--- src/rtl/nodf_module_intf.sv ---
// Transaction monitor for a non-dataflow ap_ctrl handshake: tracks start/done/ready
// activity, busy time and per-transaction latency, with a sticky freeze on finish.
module nodf_module_intf #(
   parameter int CNT_W = 32
) (
   input  logic             clock,
   input  logic             reset,
   input  logic             ap_start,
   input  logic             ap_ready,
   input  logic             ap_done,
   input  logic             ap_continue,
   input  logic             finish,
   output logic [1:0]       state,
   output logic [CNT_W-1:0] start_cnt,
   output logic [CNT_W-1:0] done_cnt,
   output logic [CNT_W-1:0] ready_cnt,
   output logic [CNT_W-1:0] busy_cycles,
   output logic [CNT_W-1:0] last_latency,
   output logic [CNT_W-1:0] max_latency,
   output logic             proto_err,
   output logic             frozen
);

   // state     | meaning
   // ST_IDLE   | waiting for ap_start
   // ST_RUN    | transaction accepted, waiting for ap_done
   // ST_DWAIT  | done seen, waiting for ap_continue
   typedef enum logic [1:0] {
      ST_IDLE  = 2'd0,
      ST_RUN   = 2'd1,
      ST_DWAIT = 2'd2
   } state_t;

   localparam logic [CNT_W-1:0] ONE = {{(CNT_W-1){1'b0}}, 1'b1};

   function automatic logic [CNT_W-1:0] f_sat_inc(input logic [CNT_W-1:0] v);
      return (&v) ? v : v + ONE;
   endfunction

   state_t           r_state;
   state_t           w_state_nxt;
   logic [CNT_W-1:0] r_start_cnt;
   logic [CNT_W-1:0] r_done_cnt;
   logic [CNT_W-1:0] r_ready_cnt;
   logic [CNT_W-1:0] r_busy;
   logic [CNT_W-1:0] r_last_lat;
   logic [CNT_W-1:0] r_max_lat;
   logic [CNT_W-1:0] r_lat;
   logic             r_proto_err;
   logic             r_frozen;

   logic             w_start_acc;
   logic             w_done_acc;
   logic             w_lat_load;
   logic             w_lat_inc;
   logic             w_busy_inc;
   logic             w_proto;
   logic [CNT_W-1:0] w_lat_done;

   always_comb begin
      w_state_nxt = r_state;
      w_start_acc = 1'b0;
      w_done_acc  = 1'b0;
      w_lat_load  = 1'b0;
      w_lat_inc   = 1'b0;
      w_busy_inc  = 1'b0;
      w_proto     = 1'b0;
      case (r_state)
         ST_IDLE: begin
            if (ap_start) begin
               w_start_acc = 1'b1;
               if (ap_done) begin
                  w_done_acc  = 1'b1;
                  w_state_nxt = ap_continue ? ST_IDLE : ST_DWAIT;
               end else begin
                  w_lat_load  = 1'b1;
                  w_state_nxt = ST_RUN;
               end
            end else if (ap_done) begin
               w_proto = 1'b1;
            end
         end
         ST_RUN: begin
            w_busy_inc = 1'b1;
            if (ap_done) begin
               w_done_acc  = 1'b1;
               w_state_nxt = ap_continue ? ST_IDLE : ST_DWAIT;
            end else begin
               w_lat_inc = 1'b1;
            end
         end
         ST_DWAIT: begin
            w_busy_inc = 1'b1;
            if (ap_continue) w_state_nxt = ST_IDLE;
         end
         default: w_state_nxt = ST_IDLE;
      endcase
   end

   // A start and done in the same IDLE cycle is a single-cycle transaction.
   assign w_lat_done = (r_state == ST_IDLE) ? ONE : f_sat_inc(r_lat);

   always_ff @(posedge clock or negedge reset) begin
      if (!reset) begin
         r_state <= ST_IDLE;
      end else if (!r_frozen) begin
         r_state <= w_state_nxt;
      end
   end

   always_ff @(posedge clock or negedge reset) begin
      if (!reset) begin
         r_start_cnt <= '0;
         r_done_cnt  <= '0;
         r_ready_cnt <= '0;
         r_busy      <= '0;
         r_last_lat  <= '0;
         r_max_lat   <= '0;
         r_lat       <= '0;
         r_proto_err <= 1'b0;
         r_frozen    <= 1'b0;
      end else if (!r_frozen) begin
         if (finish)      r_frozen    <= 1'b1;
         if (w_start_acc) r_start_cnt <= f_sat_inc(r_start_cnt);
         if (ap_ready)    r_ready_cnt <= f_sat_inc(r_ready_cnt);
         if (w_busy_inc)  r_busy      <= f_sat_inc(r_busy);
         if (w_proto)     r_proto_err <= 1'b1;
         if (w_lat_load)  r_lat       <= ONE;
         else if (w_lat_inc) r_lat    <= f_sat_inc(r_lat);
         if (w_done_acc) begin
            r_done_cnt <= f_sat_inc(r_done_cnt);
            r_last_lat <= w_lat_done;
            if (w_lat_done > r_max_lat) r_max_lat <= w_lat_done;
         end
      end
   end

   assign state        = r_state;
   assign start_cnt    = r_start_cnt;
   assign done_cnt     = r_done_cnt;
   assign ready_cnt    = r_ready_cnt;
   assign busy_cycles  = r_busy;
   assign last_latency = r_last_lat;
   assign max_latency  = r_max_lat;
   assign proto_err    = r_proto_err;
   assign frozen       = r_frozen;

endmodule

--- config.mk ---
export PLATFORM = sky130hd
export DESIGN_NAME = nodf_module_intf
export DESIGN_NICKNAME = d
export VERILOG_FILES = /design/src/rtl/nodf_module_intf.sv
export SDC_FILE = /design/constraint.sdc
export NUM_CORES = 1
export LEC_CHECK = 0
export CORE_ASPECT_RATIO = 1.2
export CORE_MARGIN = 2
export CORE_UTILIZATION = 54
export CTS_CLUSTER_DIAMETER = 60
export DETAILED_ROUTE_END_ITERATION = 10
export MAX_ROUTING_LAYER = met4
export PLACE_DENSITY = 0.81
export SLEW_MARGIN = 10
export SYNTH_ARGS = -nofsm -noshare
export SYNTH_HDL_FRONTEND = slang
export SYNTH_SLANG_ARGS = --single-unit
--- constraint.sdc ---
create_clock -name clock -period 5.5 [get_ports clock]
set_input_delay 1.1 -clock clock [delete_from_list [all_inputs] [get_ports clock]]
set_output_delay 1.1 -clock clock [all_outputs]
set_load 0.05 [all_outputs]
Word level (Yosys, flattened, before mapping)
Index checks and enable logic that the tools add are counted.
Widths: inputs -> output; s select.

storage, ports and cells
  bits of input ports = 7
  word-level logic and storage cells = 67
  register bits = 228
  memories = 0
  RAM bits = 0
  bits in latches = 0
  bits in read-only memories = 0

operators by class
  shift-type cells = 0
  equal/unequal tests = 5
  divide/modulo/power cells = 0
  multiply operators = 0
  reduce and logical (&&, ||, !) cells = 17
  bitwise gates (word level) = 5
  muxes and demuxes = 24
  add/sub/neg operators = 5
  magnitude comparators = 1

operators by type and width
  kind                   number
  $add 32x1->32 const B  5
  $reduce_and 32->1      5
  $mux 32                4
  $gt 32x32->1           1
  $reduce_and 3->1       5
  $mux 1                 13
  $mux 2                 5
  $ne 2x2->1 const B     3
  $pmux 2 s3             1
  $reduce_and 2->1       3
  $not 1->1              5
  $reduce_and 4->1       1
  $eq 2x1->1 const B     1
  $eq 2x2->1 const B     1
  $logic_not 2->1        1
  $pmux 1 s2             1
  $reduce_bool 2->1      1
  $reduce_or 2->1        1

Longest topological paths before layout
  depth in word-level cells = 5
  gate-level depth with buffers = 16
  depth with buffers taken out = 13

Worst setup path after synthesis
Ideal clock, no wire load.

  path type = register -> register
  start = register r_state[0], in the netlist state[0]
  end = register r_max_lat[22], in the netlist max_latency[22]
  path buffers = 5
  data arrival time = 3.980 ns
  clock period less this slack = 4.105 ns
  library setup time = 0.125 ns
  required time = 5.375 ns
  setup slack = 1.395 ns
  cell stages (with the launch flop) = 16
  cells stage by stage = dfrtp_1 -> inv_1 -> ha_1 -> buf_2 -> clkbuf_1 -> clkbuf_1 -> buf_1 -> nor2_1 -> ha_1 -> nand4_1 -> nor3_1 -> o21ai_0 -> or4b_2 -> a31oi_2 -> buf_2 -> mux2_2

on the way
  longest elaborated chain between the ends = 4

RTL lines
  item                        RTL line  source
  start, declared             40        state_t r_state;
  start signal, assigned      107       r_state <= w_state_nxt;
  $logic_not 2->1             101       assign w_lat_done = (r_state == ST_IDLE) ? ONE : f_sat_inc(r_lat);
  $mux 32                     101
  via w_lat_done[14]          58        logic [CNT_W-1:0] w_lat_done;
  $gt 32x32->1                133       if (w_lat_done > r_max_lat) r_max_lat <= w_lat_done;
  $reduce_and 3->1 (no line)  --
  end signal, assigned        133
  end, declared               47        logic [CNT_W-1:0] r_max_lat;

The timed path passes the listed nets, and every way through them passes these cells.
A chain may end at the register's enable or synchronous reset.

Worst setup path after layout
  start = register r_lat[0]
  end = register r_max_lat[5], in the netlist max_latency[5]

on the way
  longest elaborated chain between the ends = 5

RTL lines
  item                                                       RTL line  source
  start, declared                                            48        logic [CNT_W-1:0] r_lat;
  start signal, assigned                                     129       else if (w_lat_inc) r_lat <= f_sat_inc(r_lat);
  $add 32x1->32 / $reduce_and 32->1 (equally long branches)  37        return (&v) ? v : v + ONE;
  $mux 32 (*)                                                --
  $mux 32 (*)                                                101
  via w_lat_done[31]                                         58
  $gt 32x32->1 (*)                                           133
  $reduce_and 3->1 (no line) (*)                             --

Mark *: on every way through the listed nets, which the timed path passes. The rest lies on a longest branch.

==> results.json <==
{
  "vdd_drop_max_mv": 0.289,
  "final_area_um2": 15100,
  "postCtsHoldBufs": 0,
  "place_hpwl_mm": 21.5,
  "clock-sinks": 228,
  "wl_per_cell_um": 18.2,
  "path_max_fanout": 19,
  "placed_cell_area_um2": 14200,
  "row_count": 59,
  "clock_latency_ns": 0.54,
  "start_util_pct": 54.9,
  "drt_pre_antenna_iters": 5,
  "finalSetupTns_ns": 0,
  "grt_pass1_vias": 9887,
  "tightestPinTransition_ns": 1.08,
  "grt_overflow": 0,
  "num_vias": 9959,
  "cp.required_ns": 5.91,
  "grt_first_pass_wirelength_mm": 50.8,
  "rrSetupSlack_ns": 0.59,
  "post-route-period-util_pct": 89.3,
  "ctsHtreeMaxLevel": 1,
  "port_buffers": 202,
  "die_h_um": 167,
  "ant_nets": 0,
  "place.gp.congestion": 0.947,
  "core-area_um2": 21700,
  "yosysUniqueCellTypes": 63,
  "routed_via_density": 5.92,
  "wl_mm": 30.7,
  "syn_inst": 1189,
  "antenna_found_initial": 0,
  "post_cts_resized": 0,
  "finalHoldViolations": 0,
  "end_kind": "flip-flop",
  "arrival_ns": 5.32,
  "setup.worst_path.start_class": "flip-flop",
  "regArea_um2": 5710,
  "ys.flop_type": "dfrtp_1",
  "dieArea_um2": 23300,
  "setup.worst_path.class": "flip-flop to flip-flop",
  "synth_seq_cells": 228,
  "die_x_um": 140,
  "cts_tree": "yes",
  "power.density_nw_per_um2": 245,
  "synth-edff-count": 0,
  "ys_seq_area_share_pct": 47.9,
  "cts_root_buf": "clkbuf_16",
  "syn_area_um2": 11900,
  "synthTopCellsByArea": "dfrtp_1, mux2_2, xnor2_1",
  "fmax_ghz": 0.204,
  "drt_drc_violations_left": 0,
  "maxSlewHeadroom_pct": 28.2,
  "skew_ns": 0.0132,
  "p_leak_uw": 0.00669,
  "io_pins": 203,
  "fin_crit_ns": 4.91,
  "cap_violations": 0,
  "maxSlewViolCount": 0,
  "hp-class": "flip-flop to flip-flop",
  "synthArstFlopShare_pct": 100,
  "clk_path_buf_depth": 3,
  "grt_max_degree": 127,
  "area_growth_pct": 27.0,
  "synth.avg_cell_area_um2": 10.0,
  "drive_above_1_share_pct": 10.1,
  "drt_iter0_drc": 816,
  "nets": 1437,
  "synth_top_area_share_pct": 47.9,
  "diodes": 0,
  "synth_top_cell_by_area": "dfrtp_1",
  "status": "finished, final reports clean",
  "cts.clk_slew.worst_paths_ns": 0.06,
  "multi_input_area_um2": 5850,
  "cts-buffers-inserted": 25,
  "final_core_util_pct": 69.7,
  "fill_cells": 1667,
  "rsz0062_at_grt": "no",
  "yosys_warnings": 0,
  "track_usage_pct": 27.0,
  "syn-num-nets": 1236,
  "post-cts-setup-buffers": 0,
  "setup_viol": 0
}
## worst paths after layout
check | end | cells past startpoint | startpoint
hold / removal | last_latency[16] | 2 | last_latency[16]
max in group asynchronous | last_latency[25] | 2 | reset
min in group asynchronous | ready_cnt[18] | 1 | reset
setup / recovery | max_latency[5] | 15 | r_lat[0]
setup reg to reg | max_latency[5] | 15 | r_lat[0]
hold reg to reg | last_latency[16] | 2 | last_latency[16]
## worst max-delay path, cell delays in order (launching register included)
cell and delay [ns]:
dfrtp_1 0.46, ha_1 0.26, nand3_1 0.24, nor4_2 0.45, and3_1 0.34, buf_4 0.27
nor3_1 0.11, mux2_2 0.31, ha_1 0.32, nand4_1 0.21, nor4_1 0.60, a41oi_1 0.21
o31a_1 0.17, a31oi_4 0.15, buf_4 0.30, mux2_2 0.38
## area by class of cell
class,count,area share [%]
clock buffers,34,4.62
repair buffers,218,14.3
multi-input cells,865,38.6
inverters,52,1.29
flip-flops and latches,228,37.7
clock inverters,11,1.19
well taps,274,2.27
## Yosys cell counts, types with 3 or more instances
library cell and n:
xor2_1 51, buf_1 4, nand4_1 54, clkbuf_1 25, o21a_1 4, mux2_2 68
or3_1 13, a21oi_1 39, a21o_1 9, and4_1 18, or4_1 5, nor3_1 36
o21ai_0 53, o21ai_1 3, o31ai_1 16, nand3_1 72, or2_2 4, and3_1 28
inv_1 52, xnor2_1 78, mux2i_1 3, a211oi_1 4, nor2_1 86, ha_1 40
a31oi_1 12, and2_1 6, dfrtp_1 228, buf_2 12, nor4_1 17, nor2b_1 12
nand2_1 99
## power breakdown
group          internal [uW]  leakage [uW]  switching (uW)
logic                   57.6       0.00312             152
registers               1690       0.00314            13.5
clock network           1090      0.000430             700
total                   2830       0.00669             866
## cell usage in the layout (no fill, tap or decap), types with 4 or more instances in the layout
| cell | netlist | routed |
|---|---|---|
| dfrtp_1 | 228 | 228 |
| clkbuf_16 | 0 | 25 |
| nor4_1 | 17 | 17 |
| inv_1 | 52 | 52 |
| and2_1 | 6 | 6 |
| a21oi_1 | 39 | 39 |
| xnor2_1 | 78 | 78 |
| buf_4 | 1 | 15 |
| o21a_1 | 4 | 4 |
| clkdlybuf4s50_1 | 0 | 201 |
| clkbuf_1 | 25 | 5 |
| or2_2 | 4 | 4 |
| o31ai_1 | 16 | 16 |
| and3_1 | 28 | 28 |
| nor3_1 | 36 | 36 |
| a211oi_1 | 4 | 4 |
| and4_1 | 18 | 18 |
| a21o_1 | 9 | 9 |
| o21ai_0 | 53 | 53 |
| bufinv_16 | 0 | 4 |
| a31oi_1 | 12 | 12 |
| nor2_1 | 86 | 86 |
| or4_1 | 5 | 5 |
| xor2_1 | 51 | 51 |
| nand4_1 | 54 | 54 |
| clkbuf_8 | 0 | 4 |
| nand2_1 | 99 | 99 |
| or3_1 | 13 | 13 |
| nand3_1 | 72 | 72 |
| nor2b_1 | 12 | 12 |
| mux2_2 | 68 | 68 |
| ha_1 | 40 | 39 |
## per-layer routing
layer	vias to the layer above	track usage (%)	part of all wire, %
met5	-	-	0
met4	0	10.4	4.2
met3	85	5.66	7.2
met2	358	43.8	48
met1	4878	33.5	40
li1	4638	-	-
## sequential cells by signal (all words and copies together), names as in the netlist
| signal | count |
|---|---|
| busy_cycles | 32 |
| done_cnt | 32 |
| last_latency | 32 |
| max_latency | 32 |
| r_lat | 32 |
| ready_cnt | 32 |
| start_cnt | 32 |
| state | 2 |
| frozen | 1 |
| proto_err | 1 |
## logic make-up (layout without fill, tap and decap cells)
| logic type | Yosys count | count (layout) | synth area share, % |
|---|---|---|---|
| compound gates | 157 | 157 | 7.92 |
| xor+xnor | 129 | 129 | 9.48 |
| fa+ha+maj | 40 | 40 | 4.20 |
| buf+inv | 96 | 315 | 3.20 |
| flops | 228 | 228 | 47.9 |
| mux | 72 | 72 | 6.77 |
| simple gates | 467 | 467 | 20.5 |
## stage by stage
step / hold slack (ns) / total power (uW) / setup slack, ns / cells
after floorplan: 0.482 / 1850 / 1.40 / 1189
after global placement: 0.450 / 1940 / 0.867 / 1637
after detailed placement: 0.466 / 1940 / 0.679 / 1637
after CTS: 0.492 / 3730 / 0.658 / 1682
after global routing: 0.514 / 3820 / 0.215 / 1682
final: 0.485 / 3700 / 0.586 / 1682
Note: power is estimated with default switching activity, not from simulation.
